<file path="config.mk">
export PLATFORM = sky130hd
export DESIGN_NAME = i2c_burst_read_ctrl
export DESIGN_NICKNAME = d
export VERILOG_FILES = /design/src/rtl/i2c_burst_read_ctrl.sv
export SDC_FILE = /design/constraint.sdc
export NUM_CORES = 1
export LEC_CHECK = 0
export ABC_CLOCK_PERIOD_IN_PS = 2200
export CAP_MARGIN = 5
export CORE_MARGIN = 3
export CORE_UTILIZATION = 30
export CTS_CLUSTER_SIZE = 14
export DETAILED_ROUTE_END_ITERATION = 16
export SETUP_SLACK_MARGIN = 0.1
export SLEW_MARGIN = 20
export SYNTH_ARGS = -nofsm -noshare
export SYNTH_HDL_FRONTEND = slang
export SYNTH_SLANG_ARGS = --single-unit
</file>
<file path="constraint.sdc">
create_clock -name CLK -period 2.2 [get_ports CLK]
set_input_delay 0.44 -clock CLK [delete_from_list [all_inputs] [get_ports CLK]]
set_output_delay 0.44 -clock CLK [all_outputs]
set_load 0.1 [all_outputs]
</file>
<file path="src/rtl/i2c_burst_read_ctrl.sv">
// i2c_burst_read_ctrl: I2C register burst-read sequencer driving byte engines and open-drain bus conditions
module i2c_burst_read_ctrl #(
  parameter logic [6:0] DEV_ADDR    = 7'h68,
  parameter int         MAX_LEN     = 16,
  parameter int         HALF_PERIOD = 4,
  parameter int         TIMEOUT     = 1024
) (
  input  logic       CLK,
  input  logic       RST_N,
  input  logic       REQ,
  input  logic [7:0] REG_ADDR,
  input  logic [4:0] LEN,
  output logic       BUSY,
  output logic [7:0] DATA_OUT,
  output logic       DATA_VALID,
  output logic       DONE,
  output logic       ERROR,
  output logic       WR_START,
  output logic [7:0] WR_BYTE,
  input  logic       WR_DONE,
  input  logic       WR_ACK,
  output logic       RD_START,
  input  logic       RD_DONE,
  input  logic [7:0] RD_BYTE,
  output logic       BUS_OWN,
  output logic       SDA_OE,
  output logic       SCL_OE
);
  localparam int CW = $clog2(HALF_PERIOD + 1);
  localparam int TW = $clog2(TIMEOUT + 1);
  localparam logic [CW-1:0] L_CNT_END = CW'(HALF_PERIOD - 1);
  localparam logic [TW-1:0] L_TMO_END = TW'(TIMEOUT - 1);
  localparam logic [4:0]    L_MAX     = 5'(MAX_LEN);
  typedef enum logic [3:0] {
    S_IDLE, S_START, S_DEV_W, S_REG, S_RESTART, S_DEV_R, S_READ, S_MACK, S_STOP, S_FINISH
  } state_t;
  state_t        r_state, w_state;
  logic [1:0]    r_phase, w_phase;
  logic [CW-1:0] r_cnt, w_cnt;
  logic [TW-1:0] r_tmo, w_tmo_n;
  logic          r_started, w_started;
  logic [7:0]    r_reg, w_reg;
  logic [4:0]    r_len, w_len;
  logic          r_busy, w_busy;
  logic [7:0]    r_data, w_data;
  logic          r_dv, w_dv;
  logic          r_done, w_done;
  logic          r_err, w_err;
  logic          r_wr_start, w_wr_start;
  logic [7:0]    r_wr_byte, w_wr_byte;
  logic          r_rd_start, w_rd_start;
  logic          r_own, w_own;
  logic          r_sda, w_sda;
  logic          r_scl, w_scl;
  logic          w_phase_end, w_step_done, w_tmo;
  logic [1:0]    w_last_phase;
  assign BUSY       = r_busy;
  assign DATA_OUT   = r_data;
  assign DATA_VALID = r_dv;
  assign DONE       = r_done;
  assign ERROR      = r_err;
  assign WR_START   = r_wr_start;
  assign WR_BYTE    = r_wr_byte;
  assign RD_START   = r_rd_start;
  assign BUS_OWN    = r_own;
  assign SDA_OE     = r_sda;
  assign SCL_OE     = r_scl;
  assign w_phase_end  = r_cnt == L_CNT_END;
  assign w_last_phase = r_state == S_START ? 2'd1 : r_state == S_RESTART ? 2'd3 : 2'd2;
  assign w_step_done  = w_phase_end && r_phase == w_last_phase;
  assign w_tmo        = r_tmo == L_TMO_END;
  // Register every next-state value so all outputs come straight from flops
  always_ff @(posedge CLK or negedge RST_N) begin
    if (!RST_N) begin
      r_state    <= S_IDLE;
      r_phase    <= '0;
      r_cnt      <= '0;
      r_tmo      <= '0;
      r_started  <= 1'b0;
      r_reg      <= '0;
      r_len      <= '0;
      r_busy     <= 1'b0;
      r_data     <= '0;
      r_dv       <= 1'b0;
      r_done     <= 1'b0;
      r_err      <= 1'b0;
      r_wr_start <= 1'b0;
      r_wr_byte  <= '0;
      r_rd_start <= 1'b0;
      r_own      <= 1'b0;
      r_sda      <= 1'b0;
      r_scl      <= 1'b0;
    end else begin
      r_state    <= w_state;
      r_phase    <= w_phase;
      r_cnt      <= w_cnt;
      r_tmo      <= w_tmo_n;
      r_started  <= w_started;
      r_reg      <= w_reg;
      r_len      <= w_len;
      r_busy     <= w_busy;
      r_data     <= w_data;
      r_dv       <= w_dv;
      r_done     <= w_done;
      r_err      <= w_err;
      r_wr_start <= w_wr_start;
      r_wr_byte  <= w_wr_byte;
      r_rd_start <= w_rd_start;
      r_own      <= w_own;
      r_sda      <= w_sda;
      r_scl      <= w_scl;
    end
  end
  // Next-state sequencing; bus levels are derived from the next state/phase so they register in step with it
  always_comb begin
    w_state    = r_state;
    w_phase    = '0;
    w_cnt      = '0;
    w_tmo_n    = r_started ? r_tmo + 1'b1 : '0;
    w_started  = r_started;
    w_reg      = r_reg;
    w_len      = r_len;
    w_busy     = r_busy;
    w_data     = r_data;
    w_err      = r_err;
    w_wr_byte  = r_wr_byte;
    w_dv       = 1'b0;
    w_done     = 1'b0;
    w_wr_start = 1'b0;
    w_rd_start = 1'b0;
    case (r_state)
      S_IDLE: if (REQ) begin
        w_reg   = REG_ADDR;
        w_len   = LEN;
        w_err   = LEN == 5'd0 || LEN > L_MAX;
        w_busy  = !w_err;
        w_done  = w_err;
        w_state = w_err ? S_FINISH : S_START;
      end
      S_START, S_RESTART, S_MACK, S_STOP: begin
        w_cnt   = w_phase_end ? '0 : r_cnt + 1'b1;
        w_phase = w_phase_end ? r_phase + 1'b1 : r_phase;
        if (w_step_done) begin
          w_phase = '0;
          w_state = r_state == S_START ? S_DEV_W :
                    r_state == S_RESTART ? S_DEV_R :
                    r_state == S_MACK ? (r_len != 5'd0 ? S_READ : S_STOP) : S_FINISH;
          w_done  = r_state == S_STOP;
          w_busy  = r_busy && r_state != S_STOP;
        end
      end
      S_DEV_W, S_REG, S_DEV_R: begin
        if (!r_started) begin
          w_wr_start = 1'b1;
          w_started  = 1'b1;
          w_tmo_n    = '0;
          w_wr_byte  = r_state == S_DEV_W ? {DEV_ADDR, 1'b0} : r_state == S_REG ? r_reg : {DEV_ADDR, 1'b1};
        end else if (WR_DONE || w_tmo) begin
          w_started = 1'b0;
          w_err     = !WR_DONE || WR_ACK;
          w_state   = w_err ? S_STOP : r_state == S_DEV_W ? S_REG : r_state == S_REG ? S_RESTART : S_READ;
        end
      end
      S_READ: begin
        if (!r_started) begin
          w_rd_start = 1'b1;
          w_started  = 1'b1;
          w_tmo_n    = '0;
        end else if (RD_DONE) begin
          w_started = 1'b0;
          w_data    = RD_BYTE;
          w_dv      = 1'b1;
          w_len     = r_len - 1'b1;
          w_state   = S_MACK;
        end else if (w_tmo) begin
          w_started = 1'b0;
          w_err     = 1'b1;
          w_state   = S_STOP;
        end
      end
      S_FINISH: w_state = S_IDLE;
      default:  w_state = S_IDLE;
    endcase
    w_own = w_state inside {S_START, S_RESTART, S_MACK, S_STOP};
    w_sda = w_state == S_START || (w_state == S_RESTART && w_phase[1]) ||
            (w_state == S_MACK && w_len != 5'd0) || (w_state == S_STOP && w_phase != 2'd2);
    w_scl = (w_state == S_START && w_phase == 2'd1) ||
            (w_state == S_RESTART && (w_phase == 2'd0 || w_phase == 2'd3)) ||
            (w_state == S_MACK && w_phase != 2'd1) || (w_state == S_STOP && w_phase == 2'd0);
  end
endmodule
</file>
# Word level (Yosys, flattened, before mapping)
# Cells that the tools add are included.
# word_totals
wordCells	146
out_inout_bits	25
regBits	59
# classes
n_reduce_logical	38
eq_ne	27
add_sub_neg	4
magnitude_cmp	1
muxes	57
n_bitwise	1
# op_table
op	count
$mux 4	13
$mux 11	3
$eq 4x3->1 const B	6
$mux 1	22
$mux 8	2
$ne 2x2->1 const B	8
$pmux 4 s4	1
$mux 5	3
$add 11x1->11 const B	1
$eq 11x10->1 const B	1
$logic_or 1x1->1	10
$mux 2	5
$pmux 5 s2	1
$reduce_bool 5->1	2
$logic_and 1x1->1	9
$mux 3	3
$eq 4x1->1 const B	2
$eq 4x2->1 const B	2
$eq 4x4->1 const B	2
$reduce_or 4->1	2
$reduce_and 7->1	1
$pmux 1 s2	3
$reduce_and 3->1	2
$gt 5x5->1 const B	1
other kinds (20)	23

# Logic depth before layout (Yosys ltp)
# Gate-level depths: netlist (run 1).
# depth
word_depth	13
depth_mapped	11
ltp_nobuf	9

# Worst setup path before layout (run 1)
# Ideal clock, no wire load.
# synth_path
path_type	register -> register
from	register r_state[0]
to	register r_scl (netlist: SCL_OE)
arrival_time_ns	2.168
setup_ns	0.073
stages_incl_launch_ff	11
synth_period_minus_slack_ns	2.241
setup_slack_ns	-0.041
path_buffers	2
cell_sequence	dfrtp_1 clkbuf_8 clkbuf_8 xor2_1 nor2_1 a21oi_1 a21boi_0 nand2b_1 ha_1 o311a_1 a21oi_2
# synth_between
elab_chain_cells	13
elab_cells_between_ends	47
classes_between	16 x eq/ne; 18 x mux; 13 x reduce/logical
# synth_lines
element	line_no	text
from (decl)	37	state_t r_state, w_state;
from (signal assigned)	94	r_state <= w_state;
branches (longest 12 deep; another with $eq 4x3->1)	--	
$logic_or 1x1->1 (*)	189	(w_state == S_MACK && w_phase != 2'd1) || (w_state == S_STOP && w_phase == 2'd0);
via w_scl	54	logic r_scl, w_scl;
to (signal assigned)	111	r_scl <= w_scl;
to (decl)	54	
# Mark *: on every way through the listed nets, which the timed path passes.
# A chain may end at the register's enable or synchronous reset.

# Final worst setup path (run 1)
# layout_path
from	register r_len[0]
to	register r_own (netlist: BUS_OWN)
# layout_between
elab_chain_cells	9
elab_cells_between_ends	12
classes_between	4 x eq/ne; 6 x mux; 2 x reduce/logical
# layout_lines
element	line_no	text
from (decl)	43	logic [4:0] r_len, w_len;
from (signal assigned)	100	r_len <= w_len;
$reduce_bool 5->1 (*)	147	r_state == S_MACK ? (r_len != 5'd0 ? S_READ : S_STOP) : S_FINISH;
$mux 4 (*) (2 in series)	147	
$mux 4 (*)	146	r_state == S_RESTART ? S_DEV_R :
$mux 4 (*)	145	w_state = r_state == S_START ? S_DEV_W :
$mux 4 (*)	143	if (w_step_done) begin
$pmux 4 s4 (*)	131	case (r_state)
$eq 4x1->1, or another cell as far along	184	w_own = w_state inside {S_START, S_RESTART, S_MACK, S_STOP};
$reduce_bool 4->1 (*)	184	
via w_own	52	logic r_own, w_own;
to (signal assigned)	109	r_own <= w_own;
to (decl)	52	
# Mark *: on every way through the listed nets, which the timed path passes. The rest lies on a longest branch.

==> results of run 1 <==
==> layout by cell type (no fill, tap or decap), types with 4 or more instances in the layout <==
| cell | n |
|---|---|
| inv_1 | 15 |
| a21oi_1 | 10 |
| nor2_1 | 24 |
| dfrtp_2 | 4 |
| o21ai_0 | 13 |
| buf_4 | 99 |
| and2_1 | 10 |
| bufinv_16 | 4 |
| dfrtp_1 | 55 |
| nor3_1 | 6 |
| clkdlybuf4s50_1 | 25 |
| a31oi_1 | 5 |
| xnor2_1 | 5 |
| xor2_1 | 7 |
| and3_1 | 4 |
| nand2_1 | 65 |
| buf_12 | 4 |
| nand3_1 | 13 |
| clkbuf_8 | 11 |
| o211ai_1 | 7 |
| nor3b_1 | 4 |
| ha_1 | 4 |
==> timing repair <==
action	CTS	global route
pin swaps	9	12
gates resized for setup	10	19
buffers inserted	3	5
hold endpoints to repair	0	0
setup endpoints to repair	5	6
gates cloned	0	1
==> logic make-up (layout without fill, tap and decap cells) <==
| family | Yosys count | in the layout |
|---|---|---|
| flip-flops | 59 | 59 |
| AND/OR/NAND/NOR | 171 | 171 |
| AO/OA/AOI/OAI | 68 | 68 |
| adder cells (fa/ha/maj) | 6 | 6 |
| XOR/XNOR | 12 | 12 |
| buffers and inverters | 36 | 167 |
==> stage by stage <==
step,hold slack (ns),utilization [%]
6_report,0.0809,46.2
5_1_grt,0.118,46.2
4_1_cts,0.0958,44.8
3_5_place_dp,0.433,41.6
3_3_place_gp,0.426,41.6
2_1_floorplan,0.144,-
==> worst max-delay path, cell delays in order, from the launching register on <==
cell and delay (ns):
dfrtp_1 0.40, inv_2 0.08, ha_4 0.14, nand2b_4 0.05, or3_4 0.38, buf_6 0.13
or4_4 0.54, and4_1 0.18, a31oi_1 0.18, o22ai_1 0.11
==> worst paths after layout <==
check	start	end	slack, ns	depth (start not counted)
min reg2reg	r_cnt[0]	r_cnt[0]	0.44	1
min	RST_N	r_cnt[0]	0.08	1
max reg2reg	r_len[0]	BUS_OWN	-0.11	9
max	r_len[0]	BUS_OWN	-0.11	9
min in group CLK	r_cnt[0]	r_cnt[0]	0.44	1
max in group asynchronous	RST_N	r_tmo[9]	1.52	2
==> final cells by class <==
class,instances,share of cell area [%]
clock buffer,12,3.21
clock inverter,4,2.48
inverter,18,1.40
multi-input combinational,257,35.2
sequential,59,30.6
tap,136,3.52
timing repair buffer,133,23.5
==> report_power, final <==
group / switching, uW / internal [uW] / total [uW] / leakage, uW
Clock: 433 / 930 / 1360 / 0.000137
Sequential: 232 / 1390 / 1620 / 0.000767
Combinational: 1840 / 1380 / 3220 / 0.00139
==> routing by layer <==
layer	routed length, um	track usage [%]	vias to the layer above
met5	0	0	-
met4	72	3.28	0
met3	373	3.23	7
met2	4250	23.1	68
met1	4090	18.5	1390
li1	-	-	1482
==> results_dict.tcl, run 1 <==
set metrics [dict create \
    status "finished with violations" \
    violations "negative setup slack" \
    max_freq_mhz 432 \
    regArea_um2 1480 \
    diodes 0 \
    final_nets 511 \
    vias 2947 \
    clkTransAtPathRegs_ns 0.07 \
    place_inst 594 \
    path_class "flop to flop" \
    cts_root_buffer "clkbuf_8" \
    yosys_register_bits 59 \
    grt_max_degree 39 \
    numCtsBuffers 9 \
    synth_nets 385 \
    fin_cells 619 \
    place_ws_ns -0.398 \
    gp_congestion 0.896 \
    synth_adder_area_share_pct 2.29 \
    post-route-period-util_pct 105 \
    initial_utilization_pct 31.3 \
    dieHeight_um 110 \
    dr.pass1.iters 4 \
    synth_xor_area_share_pct 3.21 \
    slew_headroom_pct 64.1 \
    synth-edff-count 0 \
    cp_max_fo 3 \
    p_leak_uw 0.00230 \
    synth_top_family_by_area "simple AND/OR/NAND/NOR gates" \
    grt.overflow.total 0 \
    cap_violations 0 \
    core_um2 10500 \
    crit_arrival_ns 2.52 \
    fill_cells 1035 \
    clock_latency_ns 0.33 \
    synth_top_flop_cell "dfrtp_1" \
    place_area_um2 4350 \
    power.density_nw_per_um2 1280 \
    clk_path_buf_depth 2 \
    power_uw 6200 \
    cts_tree "done" \
    synth_area_um2 3270 \
    crit_path_end_kind "flop" \
    synth_compound_area_share_pct 15.6 \
    syn-instance-count 352 \
    largest_register "r_tmo" \
    die_area_um2 12200 \
    fp.dieW_um 110 \
    largest_reg_flops 11 \
    synth.distinct_cells 63 \
    initialDrtViolationCount 166 \
    fin_crit_ns 2.31 \
    drive_gt1_share_pct 34.0 \
    viasPerCell 4.76 \
    port_buffers 51 \
    antenna_found_initial 0 \
    grt_pass1_wl_mm 14.1 \
    wirelength_mm 8.78 \
    post_synth_and_or_nand_nor_area_fraction_pct 27.4 \
    hp-class "input pin to asynchronous set/reset pin" \
    antenna_left 0 \
    startpoint_type "flop" \
    final_area_um2 4830 \
    final_hold_viol_count 0 \
    fin_ws_ns -0.113 \
    avgSynthCellArea_um2 9.30 \
    dpl.hpwl_mm 6.40 \
    synth.most_common_cell "nand2_1" \
    grt.total_usage_pct 13.9 \
    multi_input_area_um2 1700 \
    synth_top_area_share_pct 45.1 \
    clock_sinks 59 \
    std_cell_rows 37 \
    drc 0 \
    ys_top_cells_by_count "65 x nand2_1, 59 x dfrtp_1, 27 x nor2_1" \
    setup_tns_ns -0.258 \
    synth_area_leader_cell "dfrtp_1" \
    muxShareOfSynthArea_pct 0 \
    fin_worst_skew_ns 0.00772 \
    cp_data_required_time_ns 2.41 \
    io_pins 52 \
    wire_per_inst_um 14.2 \
    async_reset_ff_share_pct 100 \
    cts_hold_buf 0 \
    htreeDepth 3 \
    synth_top_cells_by_area "dfrtp_1 45%, nand2_1 7.5%, nor2_1 3.1%, ha_1 2.3%, nand3_1 2.0%" \
    seq_area_frac_synth_pct 45.1 \
    rsz0062_at_grt "yes" \
    grt_pass1_vias 2926 \
    worst-slew-pin-transition_ns 0.539 \
    ir_drop_mv 0.546 \
    final-setup-viol-count 3 \
    ys.warnings.count 0 \
    drv_slew 0 \
    syn_to_final_growth_pct 47.7 \
]
(Power assumes the default switching activity.)
==> run 2: changes to the inputs <==
--- a/config.mk
+++ b/config.mk
@@ -8,11 +8,13 @@
 export ABC_CLOCK_PERIOD_IN_PS = 2200
 export CAP_MARGIN = 5
 export CORE_MARGIN = 3
-export CORE_UTILIZATION = 30
+export CORE_UTILIZATION = 49
 export CTS_CLUSTER_SIZE = 14
 export DETAILED_ROUTE_END_ITERATION = 16
+export PLACE_DENSITY = 0.77
 export SETUP_SLACK_MARGIN = 0.1
 export SLEW_MARGIN = 20
 export SYNTH_ARGS = -nofsm -noshare
 export SYNTH_HDL_FRONTEND = slang
 export SYNTH_SLANG_ARGS = --single-unit
+export TNS_END_PERCENT = 5
==> run 2 against run 1 <==
Net effect: the flow still finishes with violations (negative setup slack); register-to-register slack gained 0.07 ns; first-iteration DRC count down 27%; power decreased by 6.2%; die area shrank 37%; sequential power fell by 2%; core utilization rose by 25 points; cell area down 5.3%; cell count fell by 10%; wire length down 4.2%; clock skew up 0.0037 ns; critical path depth unchanged; hold slack better by 0.00092 ns; critical path type unchanged; critical endpoint is now SDA_OE; largest power group unchanged.
==> results_dict.tcl, run 2 (synthesis results as in run 1) <==
set metrics [dict create \
    cap_violations 0 \
    wl_met1_mm 3.65 \
    hp-class "input pin to asynchronous set/reset pin" \
    worst-slew-pin-transition_ns 0.596 \
    final_hold_viol_count 0 \
    grt_pass1_wl_mm 13.7 \
    drive_gt1_share_pct 32.6 \
    core_um2 6420 \
    grt.overflow.total 0 \
    post-route-util_pct 71.3 \
    dpl.hpwl_mm 6.37 \
    fin_cells 555 \
    place_area_um2 4250 \
    io_pins 52 \
    power.density_nw_per_um2 1270 \
    cts_tree "done" \
    fin_worst_skew_ns 0.0114 \
    final-setup-viol-count 2 \
    gp_congestion 0.939 \
    drv_slew 0 \
    antenna_found_initial 0 \
    clock_sinks 59 \
    crit_arrival_ns 2.47 \
    dr_wl_met3_um 399 \
    syn_to_final_growth_pct 39.8 \
    grt.total_usage_pct 23.1 \
    largest_register "r_tmo" \
    r2r_start "r_state[0]" \
    fp.dieW_um 87.7 \
    crit_path_end_kind "flop" \
    violations "negative setup slack" \
    numCtsBuffers 9 \
    diodes 0 \
    final_area_um2 4580 \
    crit_path_start "r_state[0]" \
    grt_max_degree 36 \
    die_area_um2 7700 \
    fin_ws_ns -0.0387 \
    cts_root_buffer "clkbuf_8" \
    initialDrtViolationCount 122 \
    fill_cells 465 \
    largest_reg_flops 11 \
    layout_common_cells "100 x buf_4, 65 x nand2_1, 57 x dfrtp_1" \
    wirelength_mm 8.41 \
    final_common_cell "buf_4" \
    dr_wl_met2_mm 4.19 \
    post-route-period-util_pct 102 \
    top_layer_used "met4" \
    grt_pass1_vias 2959 \
    status "finished with violations" \
    path_class "flop to flop" \
    rsz0062_at_grt "yes" \
    htreeDepth 3 \
    cp_data_required_time_ns 2.43 \
    cp_max_fo 7 \
    final_nets 506 \
    clkTransAtPathRegs_ns 0.08 \
    port_buffers 51 \
    dieHeight_um 87.7 \
    wire_per_inst_um 15.2 \
    initial_utilization_pct 51.0 \
    clk_path_buf_depth 2 \
    place_inst 537 \
    slew_headroom_pct 60.3 \
    antenna_left 0 \
    viasPerCell 5.43 \
    max_freq_mhz 447 \
    std_cell_rows 29 \
    ir_drop_mv 0.606 \
    p_leak_uw 0.00223 \
    dr.pass1.iters 5 \
    clock_latency_ns 0.35 \
    fin_crit_ns 2.24 \
    vias 3013 \
    startpoint_type "flop" \
    drc 0 \
]
## run 2: stage by stage
stage | power [uW] | hold slack [ns] | setup slack, ns | TNS, ns
after floorplan | 3510 | 0.144 | 0.0504 | 0
after global placement | 4480 | 0.426 | -0.220 | -0.612
after detailed placement | 4560 | 0.433 | -0.313 | -0.961
after CTS | 5760 | 0.0938 | -0.0489 | -0.145
after global routing | 6160 | 0.113 | -0.135 | -0.357
final | 5820 | 0.0819 | -0.0387 | -0.0741
## run 2: worst paths after layout
kind	to	slack (ns)	depth (start not counted)
setup reg to reg	SDA_OE	-0.04	9
hold / removal	WR_BYTE[2]	0.08	1
hold reg to reg	r_cnt[0]	0.44	1
setup / recovery	SDA_OE	-0.04	9
max in group asynchronous	r_tmo[3]	1.51	2
min in group CLK	r_cnt[0]	0.44	1
## run 2: area by class of cell
class	count	area [um^2]	area share, %
Sequential cell	59	1480	32.3
Inverter	18	71.3	1.56
Clock inverter	6	88.8	1.94
Clock buffer	10	138	3.01
Timing Repair Buffer	128	1040	22.7
Multi-Input combinational cell	257	1670	36.4
Tap cell	77	96.3	2.10
## run 2: worst max-delay path, cell delays in order (launching register included)
cell and delay, ns:
dfrtp_2 0.45, buf_4 0.17, and4bb_2 0.24, or2_2 0.32, a32oi_2 0.24, buf_4 0.15, nand3_1 0.10, nor2_2 0.18
o22ai_1 0.12, a2bb2oi_1 0.14
## run 2: timing repair
action / 4_1_cts / 5_1_grt
resized for setup: 14 / 12
hold buffers: 0 / 0
pin swaps: 4 / 7
endpoints found under the setup margin: 5 / 13
buffers inserted: 2 / 0
## run 2: metal layers
metal / vias up / track usage [%]
met5: - / 0
met4: 0 / 9.62
met3: 17 / 5.46
met2: 79 / 37.6
met1: 1448 / 29.6
li1: 1469 / -
## run 2: report_power, final
part	switching, uW	internal (uW)	leakage, uW
logic	1850	1260	0.00135
clock network	462	668	0.000108
registers	196	1380	0.000770
